File: src/rtl/adc_pkg.sv
// Shared types and helpers for the serial ADC receiver.
package adc_pkg;

  typedef enum logic [1:0] {
    ST_IDLE,
    ST_CONV,
    ST_SHIFT,
    ST_DONE
  } adc_state_e;

  function automatic int ch_width(input int num_ch);
    return (num_ch > 1) ? $clog2(num_ch) : 1;
  endfunction

endpackage

File: src/rtl/adc_clk_gen.sv
// adc_clk divider: toggles adc_clk every CLK_DIV cycles while running and
// flags the cycle in which each rising or falling toggle is about to happen.
module adc_clk_gen #(
  parameter int CLK_DIV = 4
) (
  input  logic i_clk,
  input  logic i_rst,
  input  logic i_run,
  output logic o_adc_clk,
  output logic o_rise,
  output logic o_fall
);

  localparam int CNT_W = (CLK_DIV > 1) ? $clog2(CLK_DIV) : 1;

  logic [CNT_W-1:0] r_cnt;
  logic             r_adc_clk;
  logic             w_tc;

  assign w_tc      = i_run && (r_cnt == CNT_W'(CLK_DIV - 1));
  assign o_rise    = w_tc && !r_adc_clk;
  assign o_fall    = w_tc && r_adc_clk;
  assign o_adc_clk = r_adc_clk;

  always_ff @(posedge i_clk or posedge i_rst) begin
    if (i_rst) begin
      r_cnt     <= '0;
      r_adc_clk <= 1'b0;
    end else if (!i_run) begin
      r_cnt     <= '0;
      r_adc_clk <= 1'b0;
    end else if (w_tc) begin
      r_cnt     <= '0;
      r_adc_clk <= ~r_adc_clk;
    end else begin
      r_cnt <= r_cnt + 1'b1;
    end
  end

endmodule

File: src/rtl/adc_serial_rx.sv
// Serial ADC front end: conversion sequencing, frame capture and valid/ready output.
// Optional output o_overrun is built when ADC_OVERRUN_EN is defined.
module adc_serial_rx
  import adc_pkg::*;
#(
  parameter int CLK_DIV    = 4,
  parameter int FRAME_BITS = 16,
  parameter int MSB_POS    = 13,
  parameter int DATA_W     = 8,
  parameter int NUM_CH     = 1
) (
  input  logic                        i_osc_clk,
  input  logic                        i_reset,
  input  logic                        i_enable,
  input  logic                        i_single,
  input  logic                        i_adc_data,
  output logic                        o_adc_clk,
  output logic                        o_adc_conv,
  output logic [ch_width(NUM_CH)-1:0] o_adc_ch,
  output logic                        o_busy,
  output logic                        o_data_valid,
  input  logic                        i_data_ready,
  output logic [DATA_W-1:0]           o_data_out,
  output logic [ch_width(NUM_CH)-1:0] o_data_ch
`ifdef ADC_OVERRUN_EN
  ,
  output logic                        o_overrun
`endif
);

  localparam int CH_W      = ch_width(NUM_CH);
  localparam int BIT_W     = (FRAME_BITS > 1) ? $clog2(FRAME_BITS) : 1;
  localparam int REL_W     = BIT_W + 1;
  localparam int FIRST_BIT = FRAME_BITS - 1 - MSB_POS;

  generate
    if (MSB_POS > FRAME_BITS - 1 || MSB_POS < DATA_W - 1 || CLK_DIV < 1) begin : g_bad_cfg
      $fatal(1, "adc_serial_rx: illegal CLK_DIV/FRAME_BITS/MSB_POS/DATA_W combination");
    end
  endgenerate

  adc_state_e        r_state;
  logic              r_adc_conv;
  logic              r_busy;
  logic [CH_W-1:0]   r_adc_ch;
  logic [BIT_W-1:0]  r_bit_cnt;
  logic [DATA_W-1:0] r_sr;
  logic              r_valid;
  logic [DATA_W-1:0] r_data;
  logic [CH_W-1:0]   r_data_ch;

  logic              w_run;
  logic              w_rise;
  logic              w_fall;
  logic              w_load;
  logic              w_handshake;
  logic              w_capture;
  logic [REL_W-1:0]  w_rel;
  logic [CH_W-1:0]   w_ch_next;

  assign w_run       = (r_state == ST_CONV) || (r_state == ST_SHIFT);
  assign w_load      = (r_state == ST_DONE);
  assign w_handshake = r_valid && i_data_ready;
  assign w_ch_next   = (r_adc_ch == CH_W'(NUM_CH - 1)) ? '0 : r_adc_ch + 1'b1;

  // Only the bits of the data field are kept: at rise k the bit counter equals k,
  // and the field occupies rises FIRST_BIT .. FIRST_BIT+DATA_W-1 (wraps below).
  assign w_rel     = {1'b0, r_bit_cnt} - REL_W'(FIRST_BIT);
  assign w_capture = w_rise && (w_rel < REL_W'(DATA_W));

  adc_clk_gen #(
    .CLK_DIV(CLK_DIV)
  ) u_clk_gen (
    .i_clk    (i_osc_clk),
    .i_rst    (i_reset),
    .i_run    (w_run),
    .o_adc_clk(o_adc_clk),
    .o_rise   (w_rise),
    .o_fall   (w_fall)
  );

  always_ff @(posedge i_osc_clk or posedge i_reset) begin
    if (i_reset) begin
      r_state    <= ST_IDLE;
      r_adc_conv <= 1'b1;
      r_busy     <= 1'b0;
      r_adc_ch   <= '0;
      r_bit_cnt  <= '0;
      r_sr       <= '0;
    end else begin
      case (r_state)
        ST_IDLE: begin
          if (i_enable || i_single) begin
            r_state <= ST_CONV;
            r_busy  <= 1'b1;
          end
        end
        ST_CONV: begin
          if (w_fall) begin
            r_state    <= ST_SHIFT;
            r_adc_conv <= 1'b0;
          end
        end
        ST_SHIFT: begin
          if (w_capture) begin
            r_sr <= DATA_W'({r_sr, i_adc_data});
          end
          if (w_fall) begin
            if (r_bit_cnt == BIT_W'(FRAME_BITS - 1)) begin
              r_state    <= ST_DONE;
              r_adc_conv <= 1'b1;
              r_bit_cnt  <= '0;
            end else begin
              r_bit_cnt <= r_bit_cnt + 1'b1;
            end
          end
        end
        ST_DONE: begin
          r_adc_ch <= w_ch_next;
          if (i_enable) begin
            r_state <= ST_CONV;
          end else begin
            r_state <= ST_IDLE;
            r_busy  <= 1'b0;
          end
        end
        default: begin
          r_state <= ST_IDLE;
        end
      endcase
    end
  end

  // Newest sample always wins; the conversion engine never waits for the consumer.
  always_ff @(posedge i_osc_clk or posedge i_reset) begin
    if (i_reset) begin
      r_valid   <= 1'b0;
      r_data    <= '0;
      r_data_ch <= '0;
    end else if (w_load) begin
      r_valid   <= 1'b1;
      r_data    <= r_sr;
      r_data_ch <= r_adc_ch;
    end else if (w_handshake) begin
      r_valid <= 1'b0;
    end
  end

`ifdef ADC_OVERRUN_EN
  logic r_overrun;

  always_ff @(posedge i_osc_clk or posedge i_reset) begin
    if (i_reset) begin
      r_overrun <= 1'b0;
    end else if (w_load && r_valid && !i_data_ready) begin
      r_overrun <= 1'b1;
    end else if (w_handshake) begin
      r_overrun <= 1'b0;
    end
  end

  assign o_overrun = r_overrun;
`endif

  assign o_adc_conv   = r_adc_conv;
  assign o_adc_ch     = r_adc_ch;
  assign o_busy       = r_busy;
  assign o_data_valid = r_valid;
  assign o_data_out   = r_data;
  assign o_data_ch    = r_data_ch;

endmodule

File: config.mk
export PLATFORM = sky130hd
export DESIGN_NAME = adc_serial_rx
export DESIGN_NICKNAME = d
export VERILOG_FILES = /design/src/rtl/adc_pkg.sv /design/src/rtl/adc_clk_gen.sv /design/src/rtl/adc_serial_rx.sv
export SDC_FILE = /design/constraint.sdc
export NUM_CORES = 1
export LEC_CHECK = 0
export BUFFER_PORTS_ARGS = -buffer_cell sky130_fd_sc_hd__buf_2
export CORE_ASPECT_RATIO = 1.25
export CORE_MARGIN = 1.5
export CORE_UTILIZATION = 49
export DETAILED_ROUTE_END_ITERATION = 12
export GPL_TIMING_DRIVEN = 0
export PLACE_DENSITY = 0.79
export SYNTH_ARGS = -nofsm -noshare
export SYNTH_HDL_FRONTEND = slang
export SYNTH_HIERARCHICAL = 1
export SYNTH_SLANG_ARGS = --single-unit
File: constraint.sdc
create_clock -name i_osc_clk -period 2.5 [get_ports i_osc_clk]
set_clock_uncertainty 0.05 [all_clocks]
set_input_delay 0.25 -clock i_osc_clk [delete_from_list [all_inputs] [get_ports i_osc_clk]]
set_output_delay 0.25 -clock i_osc_clk [all_outputs]
set_load 0.01 [all_outputs]
* Yosys cells after proc, flatten, opt, wreduce, memory -nomap -nowiden
Cells that the tools add are included.
Word-level totals: bits in registers 30, input bits 6, output and inout port bits 14, logic and storage cells 66
Operators by class: add/subtract/negate cells 4, $lt $le $gt $ge 1, equality and inequality tests 11, muxes and demuxes 21, bitwise operators 1, reductions and logical operators 17
Operators with widths (count):
- 2-to-1 mux 2 bit | 6
- 2-to-1 mux 1 bit | 11
- case mux 2 bit (4 select lines) | 1
- AND reduction 4 bit | 2
- == test 2 bit, second input constant | 3
- inequality test 2 x 1 -> 1 bit, second input constant | 3
- inequality test 2 bit, second input constant | 3
- nonzero test 2 bit | 3
- logical AND 1 bit | 5
- less-than comparator 5 x 4 -> 1 bit, second input constant | 1
- subtractor 4 x 2 -> 5 bit, second input constant | 1
- adder 4 x 1 -> 4 bit, second input constant | 1
- == test 4 bit, second input constant | 1
- 2-to-1 mux 4 bit | 1
- case mux 1 bit (2 select lines) | 2
- AND reduction 2 bit | 2
- AND reduction 3 bit | 1
- adder 2 x 1 -> 2 bit, second input constant | 1
- == test 2 x 1 -> 1 bit, second input constant | 1
- logical NOT 2 bit | 1
- logical OR 1 bit | 2
- adder 1 bit, second input constant | 1
- logical NOT 1 bit | 1
- NOT 1 bit | 1

* Longest topological paths before layout
Gate-level depths: netlist of the first run.
word-level depth 6, gate-level depth with buffers 7, depth with buffers taken out 6

* Cells and area by module
Netlist of the first run, hierarchy kept.
By module, submodules not included:
- adc_serial_rx | times used 1, cells each 93, area each 1207.4 µm², sequential area each 626.9 µm²
- adc_clk_gen | times used 1, cells each 12, area each 138.9 µm², sequential area each 75.1 µm²

* Worst setup path after synthesis of the first run
Ideal clock, no wire load.
kind register to register, start register r_state[0], end register r_state[1], library setup time 0.128 ns, arrival 1.762 ns, required time 2.322 ns, slack 0.560 ns, stages on the path, launching flop included 7, path buffers 0, period minus slack after synthesis 1.940 ns, cell sequence dfrtp_1 -> inv_1 -> ha_1 -> and3_2 -> o21ba_2 -> a221oi_4 -> mux2_1
On the way: longest elaborated chain between the ends 6, elaborated cells between the ends (all ways) 13, classes of those cells eq/ne (7); mux (1); reduce/logical (5)
Ends and longest elaborated chain:
- from (decl) | RTL line adc_serial_rx.sv:42 | adc_state_e r_state;
- from (signal assigned) | RTL line adc_serial_rx.sv:84 | r_state <= ST_IDLE;
- from (signal assigned) | RTL line adc_serial_rx.sv:94 | r_state <= ST_CONV;
- from (signal assigned) | RTL line adc_serial_rx.sv:100 | r_state <= ST_SHIFT;
- == test 2 x 1 -> 1 bit / == test 2 bit (equally long branches) | RTL line adc_serial_rx.sv:61 | assign w_run = (r_state == ST_CONV) || (r_state == ST_SHIFT);
- logical OR 1 bit (*) | RTL line adc_serial_rx.sv:61
- via w_run | RTL line adc_serial_rx.sv:52 | logic w_run;
- logical AND 1 bit (*) | RTL line adc_clk_gen.sv:20 | assign w_tc = i_run && (r_cnt == CNT_W'(CLK_DIV - 1));
- logical AND 1 bit (*) | RTL line adc_clk_gen.sv:22 | assign o_fall = w_tc && r_adc_clk;
- via w_fall | RTL line adc_serial_rx.sv:54 | logic w_fall;
- inequality test 2 x 1 -> 1 bit (no source line)
- AND reduction 4 bit (no source line) (*)
The timed path passes the listed nets; every way through them passes the cells marked *. A chain may end at the register's enable or synchronous reset.

* Worst setup path after layout of the first run
start register r_state[1], end register r_state[1]
The elaborated chain is that of the path after synthesis.

==> impl_metrics.csv, run 1 <==
group,metric,value,unit
critical_path,cp_data_required_time,2.67,ns
sta,hold_violations,0,
logic_synthesis,synthAdderAreaFrac,6.506,%
power_and_ir_drop,internal_power,804.2,uW
cells_and_area,utilization,57.43,%
logic_synthesis,synth_ff_type,"dfrtp_1",
power_and_ir_drop,power.total,1.208,mW
cts,cts_sinks,28,
cts,clockBufferDepth,2,
power_and_ir_drop,seqPwrFrac,46.1,%
critical_path,crit_path_end_kind,"flip-flop",
logic_synthesis,synth-edff-count,0,
cts,clockRootBuffer,"clkbuf_4",
die,ios,20,
logic_synthesis,async_flop_share,100.0,%
sta,fmax,466.1,MHz
cts,cts_inserted_buffers,3,
route,drc,0,
global_routing,grt_pass1_wl,3360,um
power_and_ir_drop,p_leak,0.7937,nW
route,wl,2039,um
hold_path,whs_path_depth,2,
cts,cts_tree,"built",
route,wire_per_inst,12.59,um
critical_path,reg2reg_depth,6,
route,drtAntennaViolNets,0,
logic_synthesis,synth_compound_area_share,7.993,%
global_routing,grt_pass1_vias,799,
die,die-area,3073,sq um
route,vias_per_cell,5.099,
logic_synthesis,yosys.area_share.simple,8.922,%
sta,worst_slew_pin_slew,0.9168,ns
sta,rsz0062_at_grt,"no",
place,dp_hpwl,1585,um
logic_synthesis,synth.area.mux_share,18.03,%
power_and_ir_drop,switchingPower,403.6,uW
cells_and_area,multi_input_area,583.1,sq um
cts,path_clk_slew,0.14,ns
sta,setup_viol,0,
sta,maxSlewViolCount,0,
cells_and_area,ff_latch_area,701.9,sq um
sta,period_share,85.82,%
power_and_ir_drop,irDropWorstVdd,0.0004176,V
critical_path,cp.arrival,2.31,ns
hold_path,hp-class,"in -> reg",
cts,h-tree-depth,1,
logic_synthesis,synth.avg_cell_area,12.82,sq um
cts,post_cts_resized,0,
run_status,status,"complete, no violations",
power_and_ir_drop,combPwrFrac,36.4,%
cells_and_area,drive_gt1_share,37.50,%
critical_path,cp_max_fo,8,
logic_synthesis,synth_cell_types,33,
logic_synthesis,yosysSeqAreaShare,52.14,%
sta,period_needed,2.145,ns
logic_synthesis,synth_top_family_by_area,"multiplexers",
power_and_ir_drop,power.density,792.5,nW/um^2
die,die_h,61.61,um
die,num_rows,21,
critical_path,crit_path_start_kind,"flip-flop",
die,start_util,50.73,%
global_routing,antenna_found_initial,0,
cells_and_area,syn2layout_area_growth,13.20,%
cells_and_area,n_antenna_cell,0,
power_and_ir_drop,clock_power_share,17.5,%
route,drt_iter0_drc,10,
logic_synthesis,synth-xor-area-share,1.301,%
global_routing,grt_max_degree,26,
logic_synthesis,netlist_area,1346,sq um
sta,max_slew_margin,38.81,%
sta,whs,0.06146,ns
logic_synthesis,ys.warnings.count,6,
logic_synthesis,ys_seq_elements,28,
flow_run,maxCapViolations,0,
logic_synthesis,netlist_instances,105,
place,portBuffers,17,
global_routing,grt_use_total,14.75,%
cts,clk_latency,0.32,ns
route,first_pass_iters,4,
cells_and_area,fillers,209,
critical_path,path_class,"reg -> reg",
cells_and_area,final_nets,142,
global_routing,grt-ovfl-total,0,
power_and_ir_drop,switching_share,33.41,%
sta,setup-tns-final,0,ns
place,gp_congestion,0.7809,
die,core_area,2654,sq um
route,vias,826,
die,fp.dieW,49.89,um
-- power by group through the flow --
stage / clock, mW / sequential (mW) / combinational (mW)
6_report: 0.212 / 0.557 / 0.439
5_1_grt: 0.243 / 0.565 / 0.495
4_1_cts: 0.222 / 0.556 / 0.446
3_5_place_dp: 0 / 0.566 / 0.442
3_3_place_gp: 0 / 0.560 / 0.420
2_1_floorplan: 0 / 0.566 / 0.334
-- per-layer routing --
metal | part of all wire, % | global-route usage [%]
met3 | 2.9 | 2.427
met2 | 51 | 25.90
met5 | 0 | 0
met1 | 44 | 16.95
met4 | 2.4 | 9.524
-- critical path, cell delays in order (launching register included) --
cell and delay (ns):
dfrtp_1 0.44, inv_1 0.10, ha_1 0.41, and3_2 0.29
o21ba_2 0.19, a221oi_4 0.22, mux2_1 0.35
-- kinds of logic after synthesis --
| kind of cell | after synthesis |
|---|---|
| xor gates and xnor gates | 2 |
| other | 1 |
| adders and majority gates | 7 |
| DFF | 28 |
| muxes | 19 |
| AOI/OAI and AO/OA | 14 |
| buffers and inverters | 12 |
| and+or+nand+nor | 22 |
-- through the flow --
step / std cells / setup slack [ns] / area [sq um]
after floorplan: 106 / 0.5599 / 1350
after global placement: 157 / 0.4114 / 1478
after detailed placement: 157 / 0.3801 / 1478
after CTS: 162 / 0.3552 / 1524
after global routing: 162 / 0.2492 / 1524
final: 162 / 0.3545 / 1524
-- cell type report --
class | count | area share [%]
Timing Repair Buffer | 18 | 6.240
Buffer | 5 | 2.545
Inverter | 7 | 1.724
Clock buffer | 4 | 2.381
Multi-Input combinational cell | 66 | 38.26
Tap cell | 34 | 2.791
Sequential cell | 28 | 46.06
-- synthesized netlist by cell type, types with 2 or more instances --
| master | n | area (sq um) |
|---|---|---|
| nor2b_1 | 2 | 12.51 |
| inv_1 | 7 | 26.28 |
| ha_1 | 7 | 87.58 |
| nor2_1 | 2 | 7.510 |
| nand3_1 | 5 | 25.02 |
| dfrtp_1 | 27 | 675.7 |
| nand2_1 | 6 | 22.52 |
| o21ai_0 | 7 | 35.03 |
| buf_4 | 3 | 22.52 |
| mux2_4 | 8 | 120.1 |
| mux2_2 | 9 | 101.4 |
-- cells in the final DEF (no fill, tap or decap), types with 2 or more instances in the layout --
| cell | instances |
|---|---|
| inv_1 | 7 |
| ha_1 | 7 |
| clkbuf_4 | 3 |
| o21ai_0 | 7 |
| mux2_2 | 9 |
| dfrtp_1 | 27 |
| nor2b_1 | 2 |
| mux2_4 | 8 |
| nand3_1 | 5 |
| buf_4 | 3 |
| conb_1 | 2 |
| buf_2 | 18 |
| nand2_1 | 6 |
| nor2_1 | 2 |
-- path summary, 6_finish.rpt --
path / from / end / slack [ns]
setup reg to reg: r_state[1] / r_state[1] / 0.35
min in group asynchronous: i_reset / u_clk_gen/o_adc_clk / 0.28
hold / removal: i_data_ready / o_data_valid / 0.06
max in group asynchronous: i_reset / r_bit_cnt[1] / 1.22
hold reg to reg: u_clk_gen/r_cnt[0] / u_clk_gen/r_cnt[0] / 0.41
setup / recovery: r_state[1] / r_state[1] / 0.35
-- repair_timing --
| item | CTS | global route |
|---|---|---|
| hold buffers | 1 | 0 |
| setup buffers | 0 | 0 |
| hold endpoints to repair | 3 | 0 |
-- state kept, by name, indices dropped and copies added, names as in the netlist --
signal	flops
o_adc_conv	1
o_busy	1
o_data_out	8
o_data_valid	1
r_bit_cnt	4
r_sr	8
r_state	2
u_clk_gen/o_adc_clk	1
u_clk_gen/r_cnt	2
(Power assumes the default switching activity.)
==> run 2: changes to the inputs <==
--- a/config.mk
+++ b/config.mk
@@ -8,10 +8,10 @@
 export BUFFER_PORTS_ARGS = -buffer_cell sky130_fd_sc_hd__buf_2
 export CORE_ASPECT_RATIO = 1.25
 export CORE_MARGIN = 1.5
-export CORE_UTILIZATION = 49
+export CORE_UTILIZATION = 55
 export DETAILED_ROUTE_END_ITERATION = 12
 export GPL_TIMING_DRIVEN = 0
-export PLACE_DENSITY = 0.79
+export PLACE_DENSITY = 0.86
 export SYNTH_ARGS = -nofsm -noshare
 export SYNTH_HDL_FRONTEND = slang
 export SYNTH_HIERARCHICAL = 1
==> constraint.sdc (replaced) <==
create_clock -name i_osc_clk -period 2.46 [get_ports i_osc_clk]
set_clock_uncertainty 0.05 [all_clocks]
set_input_delay 0.246 -clock i_osc_clk [delete_from_list [all_inputs] [get_ports i_osc_clk]]
set_output_delay 0.246 -clock i_osc_clk [all_outputs]
set_load 0.01 [all_outputs]
==> impl_metrics.csv, run 2 (synthesis results as in run 1) <==
group,metric,value,unit
cts,post_cts_buffers,0,
route,wire_per_inst,12.97,um
route,drc,0,
die,die-area,2755,sq um
sta,period_needed,2.143,ns
place,portBuffers,17,
route,drtAntennaViolNets,0,
cts,h-tree-depth,1,
global_routing,grt_use_total,17.85,%
route,wl,2062,um
run_status,status,"complete, no violations",
critical_path,cp.buffers_inverters,1,
route,drt_iter0_drc,2,
critical_path,path_cells,"inv_1, ha_1, and3_2, o21ba_2, a221oi_4, mux2_1",
critical_path,cp_max_fo,8,
cts,path_clk_slew,0.14,ns
critical_path,crit_path_end_kind,"flip-flop",
die,core_area,2258,sq um
cts,clockBufferDepth,2,
sta,setup_viol,0,
cells_and_area,final_nets,142,
global_routing,grt_pass1_wl,3553,um
power_and_ir_drop,irDropWorstVdd,0.0006561,V
critical_path,path_class,"reg -> reg",
sta,max_slew_margin,39.28,%
route,vias_per_cell,5.164,
cells_and_area,layout_commonest_cell,"dfrtp_1",
global_routing,grt-ovfl-total,0,
cts,cts_sinks,28,
place,dpl_cell_area,1474,sq um
cts,cts_tree,"built",
place,gp_congestion,0.7143,
power_and_ir_drop,power.total,1.219,mW
cells_and_area,fin_cells,159,
sta,worst_slew_pin_slew,0.9097,ns
power_and_ir_drop,p_leak,0.7937,nW
die,ios,20,
cells_and_area,ff_latch_area,701.9,sq um
critical_path,cp_data_required_time,2.63,ns
critical_path,cp_top_family,"flip-flops",
die,die_h,58.32,um
cells_and_area,multi_input_area,583.1,sq um
route,first_pass_iters,4,
global_routing,antenna_found_initial,0,
flow_run,maxCapViolations,0,
hold_path,hp-class,"in -> reg",
critical_path,cp.arrival,2.31,ns
global_routing,grt_pass1_vias,826,
critical_path,cp_slowest_stage_delay,0.42,ns
critical_path,critPathSlowestCell,"dfrtp_1",
die,num_rows,19,
cts,post_cts_resized,0,
cts,clockRootBuffer,"clkbuf_4",
cells_and_area,drive_gt1_share,37.50,%
place,dp_hpwl,1611,um
die,start_util,59.61,%
sta,fmax,466.7,MHz
place,dpl.cell_count,154,
cts,cts_inserted_buffers,3,
cells_and_area,stdcell_area,1520,sq um
route,vias,821,
cells_and_area,fillers,169,
cells_and_area,n_antenna_cell,0,
sta,hold_violations,0,
cts,clk_latency,0.31,ns
sta,maxSlewViolCount,0,
die,fp.dieW,47.25,um
sta,setup-tns-final,0,ns
global_routing,grt_max_degree,26,
sta,rsz0062_at_grt,"no",
cells_and_area,final_cell_mix,"dfrtp_1 (27), buf_2 (18), mux2_2 (9)",
sta,period_share,87.11,%
cells_and_area,syn2layout_area_growth,12.92,%
power_and_ir_drop,power.density,802.2,nW/um^2
critical_path,crit_path_start_kind,"flip-flop",
[run 2: cell counts in the layout (fill, tap and decap cells not counted)]
No cell type changed its count.
[run 2: layer usage]
layer | GRT usage, % | wire length [um]
met3 | 3.681 | 48
met5 | 0 | 0
met2 | 30.31 | 1144
met1 | 22.42 | 853
met4 | 4.762 | 16
[run 2: what timing repair did]
action	4_1_cts	5_1_grt
hold endpoints to repair	3	0
endpoints found under the setup margin	0	0
hold buffers	1	0
[run 2: power breakdown]
group,switching (mW),internal [mW],total [mW]
clock,0.125,0.0904,0.215
combinational,0.235,0.207,0.442
sequential,0.0441,0.519,0.563
total,0.403,0.816,1.22
[run 2: final timing paths]
check	start	cells after the start	end	slack (ns)
min	i_data_ready	2	o_data_valid	0.05
max reg2reg	r_state[0]	6	r_state[1]	0.32
min reg2reg	u_clk_gen/r_cnt[0]	1	u_clk_gen/r_cnt[0]	0.40
max in group asynchronous	i_reset	3	r_sr[0]	1.19
min in group asynchronous	i_reset	3	u_clk_gen/o_adc_clk	0.27
max	r_state[0]	6	r_state[1]	0.32
[run 2: metrics by stage]
stage | setup WS [ns] | hold slack, ns | util (%)
2_1_floorplan | 0.5199 | -0.05036 | -
3_3_place_gp | 0.3979 | 0.07116 | 65.26
3_5_place_dp | 0.3252 | 0.07317 | 65.26
4_1_cts | 0.3082 | 0.04172 | 67.31
5_1_grt | 0.2149 | 0.03339 | 67.31
6_report | 0.3171 | 0.04773 | 67.31
[run 2: cell type report]
cell class              instances  area share [%]
plain buffers                   5           2.551
clock buffers                   4           2.387
inverters                       7           1.728
multi-input cells              66           38.35
flip-flops and latches         28           46.17
well taps                      31           2.551
repair buffers                 18           6.255
==> run 3: changes to the inputs <==
--- a/config.mk
+++ b/config.mk
@@ -11,7 +11,8 @@
 export CORE_UTILIZATION = 55
 export DETAILED_ROUTE_END_ITERATION = 12
 export GPL_TIMING_DRIVEN = 0
-export PLACE_DENSITY = 0.86
+export PLACE_DENSITY = 0.75
+export REMOVE_ABC_BUFFERS = 1
 export SYNTH_ARGS = -nofsm -noshare
 export SYNTH_HDL_FRONTEND = slang
 export SYNTH_HIERARCHICAL = 1
==> impl_metrics.csv, run 3 (synthesis results as in run 1) <==
group,metric,value,unit
run_status,status,"complete, no violations",
cts,cts_tree,"built",
sta,hold_violations,0,
power_and_ir_drop,p_leak,0.7667,nW
critical_path,cp.arrival,2.33,ns
route,drtAntennaViolNets,0,
hold_path,hp-class,"in -> reg",
critical_path,r2r-start,"r_state[0]",
place,portBuffers,17,
global_routing,grt_pass1_vias,866,
cts,clk_latency,0.32,ns
critical_path,cp_data_required_time,2.63,ns
place,dpl.cell_count,149,
cells_and_area,drive_gt1_share,34.96,%
power_and_ir_drop,power.total,1.208,mW
sta,setup_viol,0,
cells_and_area,syn2layout_area_growth,10.04,%
cts,clockRootBuffer,"clkbuf_4",
power_and_ir_drop,irDropWorstVdd,0.0005994,V
global_routing,antenna_found_initial,0,
die,ios,20,
die,fp.dieW,47.25,um
hold_path,hold-path-endpoint,"o_data_valid",
die,core_area,2258,sq um
route,vias,825,
critical_path,reg2reg_depth,6,
sta,rsz0062_at_grt,"no",
critical_path,path_class,"reg -> reg",
critical_path,crit_path_start_kind,"flip-flop",
cts,post_cts_buffers,0,
die,start_util,59.61,%
cts,cts_sinks,28,
sta,maxSlewViolCount,0,
route,drc,0,
cells_and_area,final_cell_mix,"dfrtp_1 (27), buf_2 (17), mux2_2 (9)",
power_and_ir_drop,power.density,815.6,nW/um^2
sta,period_share,87.82,%
cts,ctsHoldBuffers,1,
hold_path,holdCritStartpoint,"i_data_ready",
critical_path,r2r_end,"r_sr[5]",
cells_and_area,fin_cells,154,
sta,fmax,462.9,MHz
cells_and_area,final_nets,137,
critical_path,cp_max_fo,8,
cells_and_area,n_antenna_cell,0,
cts,path_clk_slew,0.14,ns
route,wl,1980,um
die,die_h,58.32,um
place,dp_hpwl,1495,um
die,die-area,2755,sq um
sta,worst_slew_pin_slew,0.8894,ns
cts,clockBufferDepth,2,
cts,h-tree-depth,1,
flow_run,maxCapViolations,0,
sta,max_slew_margin,40.64,%
sta,period_needed,2.160,ns
route,drt_iter0_drc,9,
route,first_pass_iters,4,
hold_path,whs_path_depth,2,
cts,post_cts_resized,0,
route,vias_per_cell,5.357,
route,wire_per_inst,12.86,um
cts,cts_inserted_buffers,3,
critical_path,ff2ff_setup_slack,0.30,ns
sta,setup-tns-final,0,ns
die,num_rows,19,
global_routing,grt_pass1_wl,3677,um
critical_path,crit_path_end_kind,"flip-flop",
global_routing,grt_use_total,18.28,%
place,gp_congestion,0.7583,
cells_and_area,layout_commonest_cell,"dfrtp_1",
global_routing,grt-ovfl-total,0,
global_routing,grt_max_degree,26,
-- run 3: metrics by stage --
| step | area [sq um] | hold slack (ns) | utilization (%) | worst slack, ns |
|---|---|---|---|---|
| 6_report | 1481 | 0.04585 | 65.60 | 0.2995 |
| 5_1_grt | 1481 | 0.05195 | 65.60 | 0.1517 |
| 2_1_floorplan | 1311 | -0.05036 | - | 0.5199 |
| 3_5_place_dp | 1435 | 0.07572 | 63.55 | 0.3161 |
| 3_3_place_gp | 1435 | 0.07024 | 63.55 | 0.3675 |
| 4_1_cts | 1481 | 0.03854 | 65.60 | 0.2788 |
-- run 3: worst max-delay path by stage --
stage	startpoint	to	slack [ns]	cells past startpoint
floorplan	r_state[0]	r_state[1]	0.52	6
global placement	r_state[0]	r_sr[5]	0.37	6
detailed placement	r_state[0]	r_sr[0]	0.32	6
CTS	r_state[0]	r_sr[5]	0.28	6
global route	r_state[0]	r_sr[5]	0.15	6
finish	r_state[0]	r_sr[5]	0.30	6
-- run 3: worst max-delay path: stages, from the launching register on --
cell and delay (ns):
dfrtp_1 0.41, inv_1 0.11, ha_1 0.41, nand2_1 0.08, nor2_1 0.11, and4b_1 0.54, mux2_4 0.35
-- run 3: final cells by class --
cell class	count	area, sq um
Timing Repair Buffer	18	95.09
Inverter	7	26.28
Sequential cell	28	701.9
Clock buffer	4	36.28
Fill cell	176	777.0
Multi-Input combinational cell	66	583.1
Tap cell	31	38.79
-- run 3: report_power, final --
group / total (mW) / internal, mW / switching (mW)
Sequential: 0.564 / 0.519 / 0.0452
Clock: 0.215 / 0.0905 / 0.125
Combinational: 0.429 / 0.198 / 0.231
Total: 1.21 / 0.807 / 0.401
-- run 3: layer usage --
metal,routed length [um],up-vias,share of wire [%],GRT usage [%]
li1,-,393,-,-
met1,837,416,42,22.02
met2,1080,14,55,32.05
met3,46,2,2.3,2.761
met4,16,0,0.81,5.952
met5,0,-,0,0
